### src/rtl/mgmt_gpio_ctrl.sv
// mgmt_gpio_ctrl: Wishbone-managed GPIO pad with blink/pulse generator and edge interrupts
module mgmt_gpio_ctrl #(
  parameter logic RESET_OUT = 1'b0,
  parameter int   DIV_W     = 16
) (
  input  logic        core_clk,
  input  logic        core_rstn,
  input  logic        wb_cyc_i,
  input  logic        wb_stb_i,
  input  logic        wb_we_i,
  input  logic [3:0]  wb_adr_i,
  input  logic [31:0] wb_dat_i,
  input  logic [3:0]  wb_sel_i,
  output logic [31:0] wb_dat_o,
  output logic        wb_ack_o,
  input  logic        gpio_in_pad,
  output logic        gpio_out_pad,
  output logic        gpio_oeb,
  output logic        gpio_irq
);
  typedef enum logic [1:0] {IDLE, HIGH, LOW} state_t;
  localparam logic [DIV_W-1:0] ONE = DIV_W'(1);
  state_t state, state_nxt;
  logic [5:0] ctrl, ctrl_nxt;
  logic [DIV_W-1:0] period, period_nxt, p_eff, cnt, cnt_nxt, p_lat, p_lat_nxt;
  logic [7:0] count, count_nxt, c_lat, c_lat_nxt, blinks, blinks_nxt, blinks_inc;
  logic pulse, pulse_nxt;
  logic req, wr, wr_ctrl, wr_per, wr_cnt, wr_stat, start, stop, busy;
  logic s_meta, s_sync, s_prev, rise, fall, pend_r, pend_f, clr_r, clr_f;
  logic [31:0] bmask, rdata;
  logic unused_bits;
  assign req = wb_cyc_i & wb_stb_i & ~wb_ack_o;
  assign wr = req & wb_we_i;
  assign wr_ctrl = wr & (wb_adr_i[3:2] == 2'd0);
  assign wr_per = wr & (wb_adr_i[3:2] == 2'd1);
  assign wr_cnt = wr & (wb_adr_i[3:2] == 2'd2);
  assign wr_stat = wr & (wb_adr_i[3:2] == 2'd3);
  assign start = wr_ctrl & wb_sel_i[1] & wb_dat_i[8];
  assign stop = wr_ctrl & wb_sel_i[1] & wb_dat_i[9];
  assign bmask = {{8{wb_sel_i[3]}}, {8{wb_sel_i[2]}}, {8{wb_sel_i[1]}}, {8{wb_sel_i[0]}}};
  assign ctrl_nxt = (wr_ctrl & wb_sel_i[0]) ? wb_dat_i[5:0] : ctrl;
  assign period_nxt = wr_per ? (period & ~bmask[DIV_W-1:0]) | (wb_dat_i[DIV_W-1:0] & bmask[DIV_W-1:0]) : period;
  assign count_nxt = (wr_cnt & wb_sel_i[0]) ? wb_dat_i[7:0] : count;
  assign p_eff = (period == '0) ? ONE : period;
  assign blinks_inc = blinks + 8'd1;
  assign busy = state != IDLE;
  assign rise = s_sync & ~s_prev;
  assign fall = ~s_sync & s_prev;
  assign clr_r = wr_stat & wb_sel_i[0] & wb_dat_i[2];
  assign clr_f = wr_stat & wb_sel_i[0] & wb_dat_i[3];
  assign gpio_oeb = ~ctrl[1];
  assign unused_bits = ^{wb_adr_i[1:0], wb_dat_i, wb_sel_i};
  assign rdata = (wb_adr_i[3:2] == 2'd0) ? {26'd0, ctrl} :
                 (wb_adr_i[3:2] == 2'd1) ? 32'(period) :
                 (wb_adr_i[3:2] == 2'd2) ? {24'd0, count} :
                 {28'd0, pend_f, pend_r, s_sync, busy};
  // Generator parameters are latched at start so register writes while busy only affect the next run
  always_comb begin
    state_nxt = state;
    cnt_nxt = cnt;
    p_lat_nxt = p_lat;
    c_lat_nxt = c_lat;
    pulse_nxt = pulse;
    blinks_nxt = blinks;
    case (state)
      IDLE: if (start && (ctrl_nxt[3:2] == 2'b01 || ctrl_nxt[3:2] == 2'b10)) begin
        state_nxt = HIGH;
        cnt_nxt = p_eff;
        p_lat_nxt = p_eff;
        c_lat_nxt = count;
        pulse_nxt = ctrl_nxt[3];
        blinks_nxt = '0;
      end
      HIGH: if (cnt == ONE) begin
        state_nxt = pulse ? IDLE : LOW;
        cnt_nxt = p_lat;
      end else cnt_nxt = cnt - ONE;
      LOW: if (cnt == ONE) begin
        blinks_nxt = blinks_inc;
        state_nxt = (c_lat != 8'd0 && blinks_inc == c_lat) ? IDLE : HIGH;
        cnt_nxt = p_lat;
      end else cnt_nxt = cnt - ONE;
      default: state_nxt = IDLE;
    endcase
    if (stop) state_nxt = IDLE;
  end
  always_ff @(posedge core_clk or negedge core_rstn) begin
    if (!core_rstn) begin
      state <= IDLE;
      ctrl <= {5'd0, RESET_OUT};
      period <= '0;
      count <= '0;
      cnt <= '0;
      p_lat <= '0;
      c_lat <= '0;
      pulse <= 1'b0;
      blinks <= '0;
      s_meta <= 1'b0;
      s_sync <= 1'b0;
      s_prev <= 1'b0;
      pend_r <= 1'b0;
      pend_f <= 1'b0;
      gpio_out_pad <= RESET_OUT;
      gpio_irq <= 1'b0;
      wb_ack_o <= 1'b0;
      wb_dat_o <= '0;
    end else begin
      state <= state_nxt;
      ctrl <= ctrl_nxt;
      period <= period_nxt;
      count <= count_nxt;
      cnt <= cnt_nxt;
      p_lat <= p_lat_nxt;
      c_lat <= c_lat_nxt;
      pulse <= pulse_nxt;
      blinks <= blinks_nxt;
      s_meta <= gpio_in_pad;
      s_sync <= s_meta;
      s_prev <= s_sync;
      pend_r <= rise | (pend_r & ~clr_r);
      pend_f <= fall | (pend_f & ~clr_f);
      gpio_out_pad <= (state_nxt == IDLE) ? ctrl_nxt[0] : (state_nxt == HIGH);
      gpio_irq <= (pend_r & ctrl[4]) | (pend_f & ctrl[5]);
      wb_ack_o <= req;
      wb_dat_o <= (req & ~wb_we_i) ? rdata : 32'd0;
    end
  end
endmodule

### config.mk
export PLATFORM = sky130hd
export DESIGN_NAME = mgmt_gpio_ctrl
export DESIGN_NICKNAME = d
export VERILOG_FILES = /design/src/rtl/mgmt_gpio_ctrl.sv
export SDC_FILE = /design/constraint.sdc
export NUM_CORES = 1
export LEC_CHECK = 0
export BUFFER_PORTS_ARGS = -buffer_cell sky130_fd_sc_hd__buf_2
export CORE_ASPECT_RATIO = 1.2
export CORE_MARGIN = 2
export CORE_UTILIZATION = 64
export CTS_BUF_LIST = sky130_fd_sc_hd__clkbuf_2 sky130_fd_sc_hd__clkbuf_4 sky130_fd_sc_hd__clkbuf_8
export CTS_CLUSTER_SIZE = 16
export DETAILED_ROUTE_END_ITERATION = 10
export MAX_ROUTING_LAYER = met4
export PLACE_DENSITY = 0.88
export SLEW_MARGIN = 40
export SYNTH_ARGS = -nofsm -noshare
export SYNTH_HDL_FRONTEND = slang
export SYNTH_SLANG_ARGS = --single-unit
### constraint.sdc
create_clock -name core_clk -period 3.8 [get_ports core_clk]
set_input_delay 0.57 -clock core_clk [delete_from_list [all_inputs] [get_ports core_clk]]
set_output_delay 0.57 -clock core_clk [all_outputs]
set_load 0.01 [all_outputs]
==> flow_summary.yaml <==
logic_synthesis:
  ys_seq_area_share_pct: 47.9
  synth_seq_cells: 105
  synth_edf_count: 0
  synth.distinct_cells: 65
  netlist_area_um2: 5480
  ys.warnings.count: 0
  async_reset_ff_share_pct: 100
  synth.avg_cell_area_um2: 11.1
  synthCells: 495
  dominantRegCellSynth: "dfrtp_1"
final_layout:
  multi_input_area_um2: 2610
  seq_area_um2: 2630
  antennaDiodeCount: 0
  area_growth_pct: 7.76
  fillerInstances: 611
  fin_nets: 585
  stdcell_count: 652
  drive_above_1_share_pct: 24.7
placed_design:
  port_buffers: 45
  dp_hpwl_mm: 8.40
  place.gp.congestion: 0.906
  pre_cts_slack_ps: 978
  dp.cells: 638
worst_setup_path:
  crit_path_top_delay_cell: "and4b_1"
  cp.required_ps: 4070
  cp-start-kind: "flop"
  crit_buf_inv: 1
  worstPathArrival_ps: 2890
  critPathTopFamily: "simple AND/OR/NAND/NOR gates"
  crit_start: "wb_ack_o"
  crit_chain: "and4b_1 > a21oi_1 > or3_4 > or2_1 > buf_4 > mux2_1"
  crit_type: "flop to flop"
  path_max_fanout: 17
  endpoint_kind: "flop"
  rr_startpoint: "wb_ack_o"
  cp_slowest_stage_delay_ps: 430
clocking:
  worstSkewPairLatency_ps: 380
  cts_made_buffers: 9
  root_buffer: "clkbuf_8"
  cts.path.max_buffers: 2
  path_clk_slew_ps: 100
  cts.repair.resized: 0
  cts_tree: "yes"
  hold_buffers: 0
  h-tree-depth: 3
  cts.sinks: 105
  postCtsSetupBuffers: 0
timing:
  tns_ps: 0
  period_needed_ps: 2620
  skew_ps: 9.79
  fin_ws_ps: 1180
  slew_viol_final: 0
  max_freq_mhz: 381
  tightest_slew_ps: 811
  post-route-period-util_pct: 69.0
  slew_headroom_pct: 45.9
  finalHoldViolCount: 0
  grt_setup_unrepaired: "no"
  setup_viol: 0
routing:
  routedWlPerCell_um: 18.3
  totalWireLength_mm: 11.9
  dr.pass1.iters: 5
  routed-wl-met3_um: 634
  wl_met1_mm: 5.02
  postRouteAntennaNets: 0
  drc_errors: 0
  vias: 4010
  dr_wl_met2_mm: 6.06
  dr.first_iter.drc_count: 333
  via_per_inst: 6.15
  highest_layer: "met4"
global_routing:
  grt_overflow: 0
  grt_pass1_wl_mm: 19.6
  grt_use_total_pct: 28.1
  antenna_found_initial: 0
  grt_max_degree: 82
  grt_pass1_vias: 3920
floorplanning:
  placementRows: 37
  die_area_um2: 9320
  ios: 82
  die-height_um: 105
  start_util_pct: 65.0
  coreArea_um2: 8430
  die_w_um: 88.5
run:
  maxCapViolations: 0
power:
  power_density_nw_per_um2: 549
  worst_ir_drop_vdd_v: 0.000329
  p_leak_uw: 0.00276
status:
  run_status: "completed"
worst_hold_path:
  hp-class: "primary input to async pin"
## where the power goes
part           internal [uW]  switching (uW)
sequential              1300             268
clock                    319             385
combinational            438             527
total                   2060            1180
## final timing paths
check / cells past startpoint / to / slack (ps)
setup reg to reg: 6 / p_lat[15] / 1180
hold reg to reg: 0 / s_sync / 360
min in group core_clk: 1 / s_meta / 290
max in group asynchronous: 2 / c_lat[6] / 2910
setup / recovery: 6 / p_lat[15] / 1180
hold / removal: 1 / wb_dat_o[11] / 210
## kinds of logic after synthesis
logic type / synth area share [%]
compound gates: 11.0
xor+xnor: 3.20
fa+ha+maj: 1.60
buf+inv: 5.43
flops: 47.9
mux: 14.9
other cells: 0.0684
simple gates: 15.9
## cells in the mapped netlist (4+ instances only)
| master | number | area (um2) |
|---|---|---|
| nor2b_1 | 9 | 56.3 |
| nor3_1 | 8 | 40.0 |
| xnor2_1 | 13 | 114 |
| nand3_1 | 6 | 30.0 |
| and2_1 | 12 | 75.1 |
| mux2_4 | 18 | 270 |
| nand3b_1 | 4 | 30.0 |
| mux4_2 | 4 | 90.1 |
| a22oi_1 | 4 | 30.0 |
| clkbuf_1 | 13 | 48.8 |
| mux2_2 | 30 | 338 |
| buf_6 | 4 | 45.0 |
| mux2i_1 | 5 | 50.1 |
| nand4_1 | 6 | 37.5 |
| a31oi_1 | 9 | 56.3 |
| mux2_1 | 6 | 67.6 |
| nor2_1 | 31 | 116 |
| o211ai_1 | 10 | 75.1 |
| a22o_1 | 7 | 61.3 |
| dfrtp_1 | 105 | 2630 |
| nand2_1 | 37 | 139 |
| and3_1 | 5 | 31.3 |
| nor4_1 | 8 | 50.1 |
| o21ai_1 | 18 | 90.1 |
| buf_2 | 7 | 35.0 |
| ha_1 | 7 | 87.6 |
| o21ai_0 | 8 | 40.0 |
| xor2_1 | 7 | 61.3 |
| or4_1 | 4 | 30.0 |
| a21oi_1 | 18 | 90.1 |
| inv_1 | 12 | 45.0 |
| buf_4 | 16 | 120 |
## stage by stage
step | hold slack, ps | util [%] | cell area [um2] | power [uW]
2_1_floorplan | 274 | - | 5540 | 2280
3_3_place_gp | 336 | 67.8 | 5710 | 2470
3_5_place_dp | 342 | 67.8 | 5710 | 2530
4_1_cts | 250 | 70.1 | 5900 | 3230
5_1_grt | 267 | 70.1 | 5910 | 3410
6_report | 208 | 70.1 | 5910 | 3240
## layout by cell type, fill, tap and decap left out, types with 5 or more instances in the layout
cell	n
nand3_1	6
inv_1	12
nor2_1	30
dfrtp_1	105
and3_1	5
buf_4	6
nand4_1	6
o211ai_1	10
mux2_1	6
ha_1	7
mux2_4	18
mux2_2	30
nor4_1	8
o21ai_1	18
nand2_1	37
a31oi_1	9
and2_1	12
mux2i_1	5
o21ai_0	8
buf_2	44
xnor2_1	13
clkbuf_8	11
nor2b_1	9
nor3_1	8
a21oi_1	18
xor2_1	7
conb_1	16
a22o_1	7
## per-layer routing
| layer | vias up | global-route usage [%] |
|---|---|---|
| met2 | 162 | 43.1 |
| met3 | 15 | 5.17 |
| met5 | - | - |
| met4 | 0 | 10.2 |
| li1 | 1827 | - |
| met1 | 2006 | 37.7 |
## final cells by class
type / count / area share [%]
inverter: 13 / 0.826
multi-input combinational: 352 / 44.3
clock buffer: 10 / 2.33
tap: 117 / 2.48
sequential: 105 / 44.5
timing repair buffer: 51 / 4.72
clock inverter: 4 / 0.890
Note: power is estimated with default switching activity, not from simulation.
